## src/rtl/addsub_pkg.sv

```systemverilog
// addsub_pkg: shared defaults and stage-count derivation for the pipelined adder/subtractor
package addsub_pkg;
  localparam int DEF_WIDTH = 32;
  localparam int DEF_STAGE_W = 8;
  function automatic int nstg(input int width, input int stage_w);
    return width / stage_w;
  endfunction
endpackage

```

## src/rtl/adder_slice.sv

```systemverilog
// adder_slice: combinational W-bit ripple slice with carry-out and MSB carry-in
module adder_slice import addsub_pkg::*; #(
  parameter int W = DEF_STAGE_W
) (
  input  logic [W-1:0] a_i,
  input  logic [W-1:0] b_i,
  input  logic         cin_i,
  output logic [W-1:0] sum_o,
  output logic         cout_o,
  output logic         msb_cin_o
);
  logic [W:0] c;
  assign c[0] = cin_i;
  for (genvar i = 0; i < W; i++) begin : g_fa
    full_adder u_fa (.a_i(a_i[i]), .b_i(b_i[i]), .c_i(c[i]), .s_o(sum_o[i]), .c_o(c[i+1]));
  end
  assign cout_o = c[W];
  assign msb_cin_o = c[W-1];
endmodule

```

## src/rtl/full_adder.sv

```systemverilog
// full_adder: single-bit full adder cell
module full_adder (
  input  logic a_i,
  input  logic b_i,
  input  logic c_i,
  output logic s_o,
  output logic c_o
);
  assign s_o = a_i ^ b_i ^ c_i;
  assign c_o = (a_i & b_i) | (c_i & (a_i ^ b_i));
endmodule

```

## src/rtl/pipelined_addsub.sv

```systemverilog
// pipelined_addsub: STAGE_W bits resolved per stage, valid/ready handshake with global stall
module pipelined_addsub import addsub_pkg::*; #(
  parameter int WIDTH = DEF_WIDTH,
  parameter int STAGE_W = DEF_STAGE_W
) (
  input  logic             clk,
  input  logic             rst,
  input  logic             in_valid,
  output logic             in_ready,
  input  logic [WIDTH-1:0] a,
  input  logic [WIDTH-1:0] b,
  input  logic             cin,
  input  logic             sub,
  output logic             out_valid,
  input  logic             out_ready,
  output logic [WIDTH-1:0] sum,
  output logic             cout,
  output logic             ovf
);
  localparam int NSTG = nstg(WIDTH, STAGE_W);
  if (STAGE_W < 1 || WIDTH < STAGE_W || WIDTH % STAGE_W != 0) begin : g_bad
    $error("WIDTH must be a positive multiple of STAGE_W");
  end
  logic [NSTG-1:0][WIDTH-1:0] a_q, a_d, b_q, b_d, s_q, s_d;
  logic [NSTG-1:0]            c_q, c_d, v_q, v_d;
  logic                       ovf_q, ovf_d, adv;
  assign adv = !v_q[NSTG-1] || out_ready;
  assign in_ready = adv;
  for (genvar k = 0; k < NSTG; k++) begin : g_stg
    logic [WIDTH-1:0]   ai, bi, si;
    logic [STAGE_W-1:0] ss;
    logic               ci, mc;
    // subtraction folds into an add here: B inverted, borrow-in becomes carry-in
    if (k == 0) begin : g_in
      assign ai = a;
      assign bi = sub ? ~b : b;
      assign si = '0;
      assign ci = cin ^ sub;
      assign v_d[k] = in_valid;
    end else begin : g_fwd
      assign ai = a_q[k-1];
      assign bi = b_q[k-1];
      assign si = s_q[k-1];
      assign ci = c_q[k-1];
      assign v_d[k] = v_q[k-1];
    end
    adder_slice #(.W(STAGE_W)) u_slice (
      .a_i(ai[k*STAGE_W +: STAGE_W]),
      .b_i(bi[k*STAGE_W +: STAGE_W]),
      .cin_i(ci),
      .sum_o(ss),
      .cout_o(c_d[k]),
      .msb_cin_o(mc)
    );
    assign a_d[k] = ai;
    assign b_d[k] = bi;
    assign s_d[k] = si | (WIDTH'(ss) << (k*STAGE_W));
    if (k == NSTG-1) begin : g_ovf
      assign ovf_d = mc ^ c_d[k];
    end
  end
  always_ff @(posedge clk) begin
    if (rst) begin
      v_q <= '0;
      s_q <= '0;
      c_q <= '0;
      ovf_q <= 1'b0;
    end else if (adv) begin
      a_q <= a_d;
      b_q <= b_d;
      s_q <= s_d;
      c_q <= c_d;
      v_q <= v_d;
      ovf_q <= ovf_d;
    end
  end
  assign out_valid = v_q[NSTG-1];
  assign sum = s_q[NSTG-1];
  assign cout = c_q[NSTG-1];
  assign ovf = ovf_q;
endmodule

```

## config.mk

```make
export PLATFORM = sky130hd
export DESIGN_NAME = pipelined_addsub
export DESIGN_NICKNAME = d
export VERILOG_FILES = /design/src/rtl/addsub_pkg.sv /design/src/rtl/adder_slice.sv /design/src/rtl/full_adder.sv /design/src/rtl/pipelined_addsub.sv
export SDC_FILE = /design/constraint.sdc
export NUM_CORES = 1
export LEC_CHECK = 0
export BUFFER_PORTS_ARGS = -buffer_cell sky130_fd_sc_hd__buf_2
export CAP_MARGIN = 20
export CORE_MARGIN = 5
export CORE_UTILIZATION = 60
export DETAILED_ROUTE_END_ITERATION = 7
export HOLD_SLACK_MARGIN = 0.06
export PLACE_DENSITY = 0.83
export SYNTH_ARGS = -nofsm -noshare
export SYNTH_HDL_FRONTEND = slang
export SYNTH_HIERARCHICAL = 1
export SYNTH_SLANG_ARGS = --single-unit
```

## constraint.sdc

```tcl
create_clock -name clk -period 10.1 [get_ports clk]
set_input_delay 1.01 -clock clk [delete_from_list [all_inputs] [get_ports clk]]
set_output_delay 1.01 -clock clk [all_outputs]
set_load 0.02 [all_outputs]
```

==> impl_metrics.env, run 1 <==
export IMPL_drt_initial_drc_count=354
export IMPL_status="finished clean"
export IMPL_drive_gt1_frac=0.2170
export IMPL_placementRows=39
export IMPL_p_comb_frac=0.096
export IMPL_portBuffers=105
export IMPL_cp_data_required_time_ns=10.45
export IMPL_worstMarginPinSlew_ns=1.018
export IMPL_num_vias=4167
export IMPL_cp_cell_sequence="buf_2, xor2_1, fa_1, fa_1, fa_1, fa_1, fa_1, fa_1, fa_1, fa_1, nand2_1, a21oi_1"
export IMPL_arrival_ns=5.46
export IMPL_finClkSkew_ns=0.007913
export IMPL_min_period_ns=5.116
export IMPL_cp_start_kind="input pin"
export IMPL_cts_buffer_depth=2
export IMPL_hold_buffers=0
export IMPL_synth_compound_area_frac=0.06449
export IMPL_ys_types=15
export IMPL_syn_nets=654
export IMPL_avgSynthCellArea_um2=12.58
export IMPL_grt_pass1_wl_um=20330
export IMPL_place_gp_congestion=0.8194
export IMPL_crit_top_cell="fa_1"
export IMPL_powerDensity_mw_per_mm2=212.4
export IMPL_dpl_hpwl_um=7856
export IMPL_slowest_delay_ns=0.71
export IMPL_cts_sinks=185
export IMPL_final_nets=748
export IMPL_fp_dieW_um=117.6
export IMPL_grt_max_degree=91
export IMPL_cp_end_kind="flip-flop"
export IMPL_hold_violations=0
export IMPL_critPathBufInv=1
export IMPL_ir_drop_mv=0.1652
export IMPL_setup_viol=0
export IMPL_grt_antenna_before_repair=1
export IMPL_setup_tns_ns=0
export IMPL_synthAdderAreaFrac=0.09224
export IMPL_hold_class="flip-flop to flip-flop"
export IMPL_slew_headroom=0.3213
export IMPL_power_frac_clock=0.383
export IMPL_min_from="g_stg[2].ai[24]$_DFFE_PP_"
export IMPL_seqPwrFrac=0.520
export IMPL_synthCells=552
export IMPL_finalCritPeriodShare=0.5066
export IMPL_max_freq_mhz=195.5
export IMPL_routedWlPerCell_um=15.43
export IMPL_switching_power_uw=414.4
export IMPL_postCtsSetupRepairBufs=0
export IMPL_syn_to_final_growth_pct=16.12
export IMPL_drv_cap=0
export IMPL_ys_seq_area_frac=0.6716
export IMPL_yosys_area_share_simple=0.09818
export IMPL_p_sw_frac=0.2419
export IMPL_slowest_stage="buf_2"
export IMPL_dr_pass1_iters=5
export IMPL_synthesis_area_mm2=0.006945
export IMPL_ys_ff_latch=185
export IMPL_design_area_mm2=0.008065
export IMPL_grt_pass1_vias=4110
export IMPL_io_pins=106
export IMPL_cts_buffers=17
export IMPL_htreeDepth=4
export IMPL_coreArea_mm2=0.01137
export IMPL_grt_usage=0.1842
export IMPL_cts_tree="done"
export IMPL_cts_resized=0
export IMPL_via_per_inst=5.196
export IMPL_overflow=0
export IMPL_crit_path_max_fanout=33
export IMPL_wirelength_um=12370
export IMPL_critPathKind="input pin to flip-flop"
export IMPL_yosys_warnings=6
export IMPL_drc=0
export IMPL_synthMuxAreaShare=0
export IMPL_clk_pin_slew_ns=0.06
export IMPL_clk_latency_ns=0.43
export IMPL_crit_family="adder cells"
export IMPL_timing_hold_ws_ns=0.4163
export IMPL_p_leak_uw=0.003194
export IMPL_synth_top_family_by_area="simple AND/OR/NAND/NOR gates"
export IMPL_die_y_um=117.6
export IMPL_antenna_cells=0
export IMPL_reg2reg_setup_slack_ns=5.90
export IMPL_r2r_start="g_stg[3].ai[24]$_DFFE_PP_"
export IMPL_rsz0062_at_grt="false"
export IMPL_synthXorXnorAreaFrac=0.04288
export IMPL_dieArea_mm2=0.01383
export IMPL_initial_core_util=0.6109
export IMPL_dpl_cell_area_mm2=0.007473
export IMPL_cts_root_buffer="clkbuf_16"
export IMPL_ant_nets=0
export IMPL_intPower_uw=1299
export IMPL_startpoint="sub"
export IMPL_report_final_slew_viol_count=0
metrics by stage:
step	utilization	worst slack, ns	std cells	power (µW)
2_1_floorplan	-	4.142	552	1007
3_3_place_gp	0.6573	4.712	770	1056
3_5_place_dp	0.6573	4.623	770	1066
4_1_cts	0.7094	4.983	802	1723
5_1_grt	0.7094	4.786	802	1783
6_report	0.7094	4.984	802	1713
routing by layer:
metal	part of all wire	routed length, µm	track usage
met2	0.48	5926	0.2875
met3	0.067	825	0.05815
met5	0.0011	13	0
met4	0.021	260	0.06810
met1	0.43	5345	0.2441
registers in the layout (all words and copies together) (netlist names):
signal,cells
g_stg.si,48
g_stg.bi,48
v_q,4
g_stg.ai,48
ovf,1
sum,32
c_q,4
cells in the mapped netlist:
cell type,instances,area [µm²]
a211oi_2,1,12.51
nand2_1,174,653.1
inv_4,1,6.260
nor2b_4,1,13.76
edfxtp_1,96,2883
fa_1,32,640.6
buf_4,11,82.58
dfxtp_1,89,1782
a21oi_1,87,435.4
xor2_1,33,289.0
buf_6,4,45.04
buf_2,9,45.04
clkbuf_1,9,33.78
nor2_1,4,15.01
xnor2_1,1,8.760
placed cells by master, fill, tap and decap left out, drive strengths merged:
master and count:
clkinv 3, a211oi 1, inv 7, nor2 4, xnor2 1, dfxtp 89
buf 108, xor2 33, nand2 174, bufinv 2, clkinvlp 3, edfxtp 96
a21oi 87, nor2b 1, clkbuf 18, fa 32
cell type report:
cell class | count | area, µm²
Timing Repair Buffer | 108 | 548.0
Clock buffer | 18 | 429.2
Tap cell | 143 | 178.9
Inverter | 1 | 6.256
Clock inverter | 14 | 162.7
Sequential cell | 185 | 4664
Fill cell | 744 | 3304
Multi-Input combinational cell | 333 | 2076
power groups by stage:
stage                     sequential [µW]  combinational, µW  clock [µW]
after floorplan                       915               91.8           0
after global placement                903                154           0
after detailed placement              907                159           0
after CTS                             892                166         665
after global routing                  899                184         700
final                                 891                165         657
cells by family (layout without fill, tap and decap cells):
| group | count (synthesis) | in the layout |
|---|---|---|
| buf+inv | 34 | 141 |
| flops | 185 | 185 |
| xor+xnor | 34 | 34 |
| compound gates | 88 | 88 |
| fa+ha+maj | 32 | 32 |
| simple gates | 179 | 179 |
worst paths after layout:
kind                                      end  cells past startpoint
hold / removal      g_stg[3].ai[24]$_DFFE_PP_                      0
hold reg to reg     g_stg[3].ai[24]$_DFFE_PP_                      0
setup / recovery  g_stg[1].si[7]$_SDFFE_PP0P_                     12
setup reg to reg             ovf$_SDFFE_PP0P_                     10
Power figures use the tool's default switching activity.
==> inputs of run 2 (changes only) <==
ABC_AREA = 1   (was not set)
CORE_UTILIZATION = 56   (was 60)
PLACE_DENSITY = 0.78   (was 0.83)
clock period = 4.8 ns   (was 10.1 ns; I/O delays follow)
==> run 2 against run 1 <==
Against the previous run: flip-flop and latch count is the same; global-route usage shrank 0.84 points; cell area grew 4.0%; sequential share of layout area shrank 2.2 points; highest routed layer is now met4.
==> impl_metrics.env, run 2 <==
export IMPL_r2r_end="ovf$_SDFFE_PP0P_"
export IMPL_initial_core_util=0.5674
export IMPL_reg2reg_setup_slack_ns=0.67
export IMPL_die_y_um=122.9
export IMPL_finalCritPeriodShare=0.8604
export IMPL_final_cell_mix="nor2_1 (177), buf_2 (105), edfxtp_1 (96), dfxtp_1 (89), o21bai_1 (86)"
export IMPL_dr_pass1_iters=4
export IMPL_ir_drop_mv=0.3325
export IMPL_hold_buffers=0
export IMPL_routedWlPerCell_um=14.56
export IMPL_min_period_ns=4.130
export IMPL_status="finished clean"
export IMPL_drv_cap=0
export IMPL_clk_latency_ns=0.42
export IMPL_min_from="a[26]"
export IMPL_grt_pass1_wl_um=20240
export IMPL_htreeDepth=4
export IMPL_ys_seq_area_frac=0.6540
export IMPL_synth_ff_type="edfxtp_1"
export IMPL_cts_buffers=17
export IMPL_reg2reg_depth=13
export IMPL_cts_buffer_depth=2
export IMPL_num_vias=4121
export IMPL_ys_top_cells_by_area="edfxtp_1 (40%), dfxtp_1 (25%), nor2_1 (9.4%)"
export IMPL_fillers=948
export IMPL_grt_max_degree=90
export IMPL_ys_ff_latch=185
export IMPL_synthAdderAreaFrac=0.08982
export IMPL_critPathKind="flip-flop to flip-flop"
export IMPL_setup_viol=0
export IMPL_clk_pin_slew_ns=0.07
export IMPL_dieArea_mm2=0.01509
export IMPL_final_nets=760
export IMPL_cp_end_kind="flip-flop"
export IMPL_fp_dieW_um=122.9
export IMPL_drt_initial_drc_count=312
export IMPL_rsz0062_at_grt="false"
export IMPL_place_gp_congestion=0.7957
export IMPL_cts_resized=0
export IMPL_grt_pass1_vias=4092
export IMPL_yosys_area_share_simple=0.09982
export IMPL_ys_types=17
export IMPL_coreArea_mm2=0.01257
export IMPL_syn_to_final_growth_pct=17.65
export IMPL_dpl_cell_area_mm2=0.007766
export IMPL_avgSynthCellArea_um2=12.76
export IMPL_cts_tree="done"
export IMPL_dpl_hpwl_um=7965
export IMPL_setup_tns_ns=0
export IMPL_cts_sinks=185
export IMPL_grt_antenna_before_repair=0
export IMPL_hold_depth=1
export IMPL_synth_top_family_by_area="simple AND/OR/NAND/NOR gates"
export IMPL_wirelength_um=12270
export IMPL_postCtsSetupRepairBufs=0
export IMPL_overflow=0
export IMPL_drc=0
export IMPL_netlist_area_leader_share=0.4042
export IMPL_max_freq_mhz=242.1
export IMPL_ant_nets=0
export IMPL_via_per_inst=4.888
export IMPL_worstMarginPinSlew_ns=0.9427
export IMPL_report_final_slew_viol_count=0
export IMPL_post_route_util=0.6676
export IMPL_design_area_mm2=0.008391
export IMPL_synth_edf_count=96
export IMPL_synth_compound_area_frac=0.09123
export IMPL_synth_common_cells="nor2_1 (178), edfxtp_1 (96), dfxtp_1 (89)"
export IMPL_hold_class="input pin to flip-flop"
export IMPL_syn_nets=661
export IMPL_synthArstFlopShare=0
export IMPL_antenna_cells=0
export IMPL_powerDensity_mw_per_mm2=437.4
export IMPL_grt_usage=0.1758
export IMPL_final_common_cell="nor2_1"
export IMPL_hold_end="g_stg[1].ai[26]$_DFFE_PP_"
export IMPL_crit_path_max_fanout=3
export IMPL_synth_top_cell_by_area="edfxtp_1"
export IMPL_p_leak_uw=0.003348
export IMPL_synth_most_common_cell="nor2_1"
export IMPL_synthMuxAreaShare=0
export IMPL_finClkSkew_ns=0.006955
export IMPL_r2r_start="g_stg[3].ai[24]$_DFFE_PP_"
export IMPL_placementRows=41
export IMPL_synthXorXnorAreaFrac=0.04053
export IMPL_synthCells=559
export IMPL_cts_root_buffer="clkbuf_16"
export IMPL_cp_start_kind="flip-flop"
export IMPL_hold_violations=0
export IMPL_timing_hold_ws_ns=0.2281
export IMPL_cp_data_required_time_ns=5.16
export IMPL_yosys_warnings=6
export IMPL_drive_gt1_frac=0.2176
export IMPL_portBuffers=105
export IMPL_io_pins=106
export IMPL_arrival_ns=4.49
export IMPL_slew_headroom=0.3715
export IMPL_synthesis_area_mm2=0.007132
## run 2: cell count changes after synthesis, sizes merged, moves of 4 or more
| cell | before | now |
|---|---|---|
| nor2 | 4 | 179 |
| nand2 | 174 | 6 |
| a21oi | 87 | 1 |
| o21bai | 0 | 86 |
| inv | 1 | 5 |
## run 2: cell type report
type | count | area (µm²) | area share
sequential | 185 | 4664 | 0.5559
multi-input combinational | 338 | 2305 | 0.2747
timing repair buffer | 111 | 590.6 | 0.07038
clock buffer | 24 | 545.5 | 0.06502
tap | 172 | 215.2 | 0.02565
clock inverter | 8 | 51.30 | 0.006114
inverter | 5 | 18.77 | 0.002237
## run 2: routing by layer
metal / global-route usage / up-vias / wire [µm]
li1: - / 2058 / -
met1: 0.2559 / 1938 / 5719
met2: 0.2504 / 115 / 5640
met3: 0.05576 / 10 / 782
met4: 0.06158 / 0 / 130
met5: 0 / - / 0
## run 2: worst max-delay path by stage
stage                              startpoint                           to  cells after the start
finish              g_stg[3].ai[24]$_DFFE_PP_             ovf$_SDFFE_PP0P_                     13
floorplan                                 sub  g_stg[1].si[7]$_SDFFE_PP0P_                     13
detailed placement                        sub  g_stg[1].si[7]$_SDFFE_PP0P_                     12
global placement                          sub  g_stg[1].si[7]$_SDFFE_PP0P_                     12
global route        g_stg[3].ai[24]$_DFFE_PP_             ovf$_SDFFE_PP0P_                     13
CTS                 g_stg[3].ai[24]$_DFFE_PP_             ovf$_SDFFE_PP0P_                     13
## run 2: worst max-delay path: stages (launching register included)
cell and delay (ns):
edfxtp_1 0.41, fa_1 0.46, fa_1 0.44, fa_1 0.40, fa_1 0.39, fa_1 0.39, fa_1 0.39, fa_1 0.44
fa_1 0.40, inv_1 0.08, nand2_1 0.05, nand2_1 0.08, nor2_1 0.07, nor2_1 0.08
## run 2: cells by family after synthesis
kind of cell | Yosys count
compound gates | 87
simple gates | 186
flops | 185
buf+inv | 36
xor+xnor | 33
fa+ha+maj | 32
## run 2: per-stage QoR
stage                     power [µW]  worst slack (ns)  cells
after floorplan                 2190            0.4281    559
after global placement          2317            0.5477    810
after detailed placement        2337            0.4392    810
after CTS                       3697            0.6685    842
after global routing            3842            0.4834    843
final                           3670            0.6703    843
## run 2: where the power goes
part	internal [µW]	switching, µW	total [µW]
clock network	798	565	1360
registers	1820	71.6	1900
logic	178	232	411
total	2800	869	3670
==> inputs of run 3 (changes only) <==
ABC_AREA = not set   (was 1)
==> run 3 against run 2 <==
Against the previous run: fmax down 2.7%; via count down 1.2%; first-iteration DRC count down 20%; cell count down 1.7%; global-route usage down 0.075 points; count of clock-buffer cells in the layout down 5; combinational power down 17%; wire length down 0.55%; clock skew up 0.00095 ns; worst setup slack worse by 0.11 ns.
==> impl_metrics.env, run 3 (synthesized netlist as in run 1, its figures left out) <==
export IMPL_via_per_inst=4.910
export IMPL_cts_buffer_depth=2
export IMPL_ir_drop_mv=0.2491
export IMPL_hold_class="input pin to flip-flop"
export IMPL_drc=0
export IMPL_overflow=0
export IMPL_routedWlPerCell_um=14.72
export IMPL_io_pins=106
export IMPL_finClkSkew_ns=0.007909
export IMPL_grt_pass1_wl_um=19970
export IMPL_cts_root_buffer="clkbuf_16"
export IMPL_r2r_start="g_stg[3].ai[24]$_DFFE_PP_"
export IMPL_slew_headroom=0.3882
export IMPL_worstMarginPinSlew_ns=0.9176
export IMPL_grt_antenna_before_repair=0
export IMPL_crit_path_max_fanout=2
export IMPL_portBuffers=105
export IMPL_wirelength_um=12210
export IMPL_drv_cap=0
export IMPL_drt_initial_drc_count=251
export IMPL_syn_to_final_growth_pct=17.01
export IMPL_hold_depth=1
export IMPL_cp_start_kind="flip-flop"
export IMPL_setup_tns_ns=0
export IMPL_dieArea_mm2=0.01473
export IMPL_hold_end="g_stg[1].ai[15]$_DFFE_PP_"
export IMPL_report_final_slew_viol_count=0
export IMPL_finalCritPeriodShare=0.8841
export IMPL_reg2reg_depth=10
export IMPL_hold_violations=0
export IMPL_cts_sinks=185
export IMPL_grt_max_degree=97
export IMPL_grt_usage=0.1751
export IMPL_clk_latency_ns=0.42
export IMPL_timing_hold_ws_ns=0.2314
export IMPL_cts_buffers=17
export IMPL_post_route_util=0.6738
export IMPL_p_leak_uw=0.003208
export IMPL_power_uw=3583
export IMPL_placementRows=40
export IMPL_final_cell_mix="nand2_1 (174), buf_2 (104), edfxtp_1 (96), dfxtp_1 (89), a21oi_1 (87)"
export IMPL_hold_buffers=0
export IMPL_status="finished clean"
export IMPL_clk_pin_slew_ns=0.06
export IMPL_max_freq_mhz=235.6
export IMPL_cp_data_required_time_ns=5.06
export IMPL_fp_dieW_um=121.4
export IMPL_r2r_end="ovf$_SDFFE_PP0P_"
export IMPL_final_nets=750
export IMPL_rsz0062_at_grt="false"
export IMPL_htreeDepth=4
export IMPL_final_cell_count_no_fill=829
export IMPL_drive_gt1_frac=0.2118
export IMPL_dpl_hpwl_um=8128
export IMPL_cts_tree="done"
export IMPL_arrival_ns=4.51
export IMPL_postCtsSetupRepairBufs=0
export IMPL_min_period_ns=4.244
export IMPL_dp_cells=796
export IMPL_final_common_cell="nand2_1"
export IMPL_powerDensity_mw_per_mm2=440.9
export IMPL_num_vias=4070
export IMPL_place_gp_congestion=0.8217
export IMPL_setup_viol=0
export IMPL_initial_core_util=0.5758
export IMPL_dr_pass1_iters=4
export IMPL_critPathKind="flip-flop to flip-flop"
export IMPL_reg2reg_setup_slack_ns=0.56
export IMPL_min_from="a[15]"
export IMPL_cts_resized=0
export IMPL_cp_end_kind="flip-flop"
export IMPL_die_y_um=121.4
export IMPL_grt_pass1_vias=3977
export IMPL_ant_nets=0
export IMPL_coreArea_mm2=0.01206
export IMPL_antenna_cells=0
## run 3: cell count changes in the layout (fill, tap and decap cells not counted), sizes merged, moves of 2 or more
cell      delta
nor2       -175
nand2      +168
a21oi       +86
o21bai      -86
inv          -7
clkbuf       -5
bufinv       +3
clkinv       +3
clkinvlp     +2
## run 3: how the worst max path moves through the flow
| stage | cells after the start | endpoint | startpoint | slack [ns] |
|---|---|---|---|---|
| after global routing | 10 | ovf$_SDFFE_PP0P_ | g_stg[3].ai[24]$_DFFE_PP_ | 0.40 |
| after detailed placement | 12 | g_stg[1].si[7]$_SDFFE_PP0P_ | sub | 0.39 |
| after CTS | 10 | ovf$_SDFFE_PP0P_ | g_stg[3].ai[24]$_DFFE_PP_ | 0.56 |
| after floorplan | 13 | g_stg[1].si[7]$_SDFFE_PP0P_ | sub | 0.44 |
| after global placement | 12 | g_stg[1].si[7]$_SDFFE_PP0P_ | sub | 0.52 |
| final | 10 | ovf$_SDFFE_PP0P_ | g_stg[3].ai[24]$_DFFE_PP_ | 0.56 |
## run 3: layout make-up
type,count,area [µm²]
Clock buffer,19,432.9
Clock inverter,13,151.4
Fill cell,877,3935
Inverter,1,6.256
Multi-Input combinational cell,333,2076
Sequential cell,185,4664
Tap cell,168,210.2
Timing Repair Buffer,110,585.6
## run 3: power breakdown
group	switching, µW	total (µW)	internal, µW	leakage (µW)
logic	200	343	142	0.00126
clock network	552	1370	813	0.000277
registers	64.9	1880	1810	0.00167
total	817	3580	2770	0.00321
## run 3: stage by stage
step / worst slack, ns / cell area, µm²
after global routing: 0.3961 / 8127
final: 0.5564 / 8127
after floorplan: 0.4395 / 6948
after CTS: 0.5594 / 8099
after global placement: 0.5183 / 7515
after detailed placement: 0.3875 / 7515
## run 3: critical path, cell delays in order (launching register included)
cell and delay, ns:
edfxtp_1 0.41, fa_1 0.45, fa_1 0.44, fa_1 0.41, fa_1 0.38, fa_1 0.42, fa_1 0.41, fa_1 0.43
fa_1 0.42, xnor2_1 0.22, a211oi_2 0.09
## run 3: metal layers
layer | wire, µm | GRT usage | up-vias | share of wire
li1 | - | - | 2026 | -
met5 | 0 | 0 | - | 0
met2 | 5771 | 0.2573 | 107 | 0.47
met1 | 5565 | 0.2477 | 1916 | 0.46
met4 | 266 | 0.07003 | 0 | 0.022
met3 | 603 | 0.04848 | 21 | 0.049
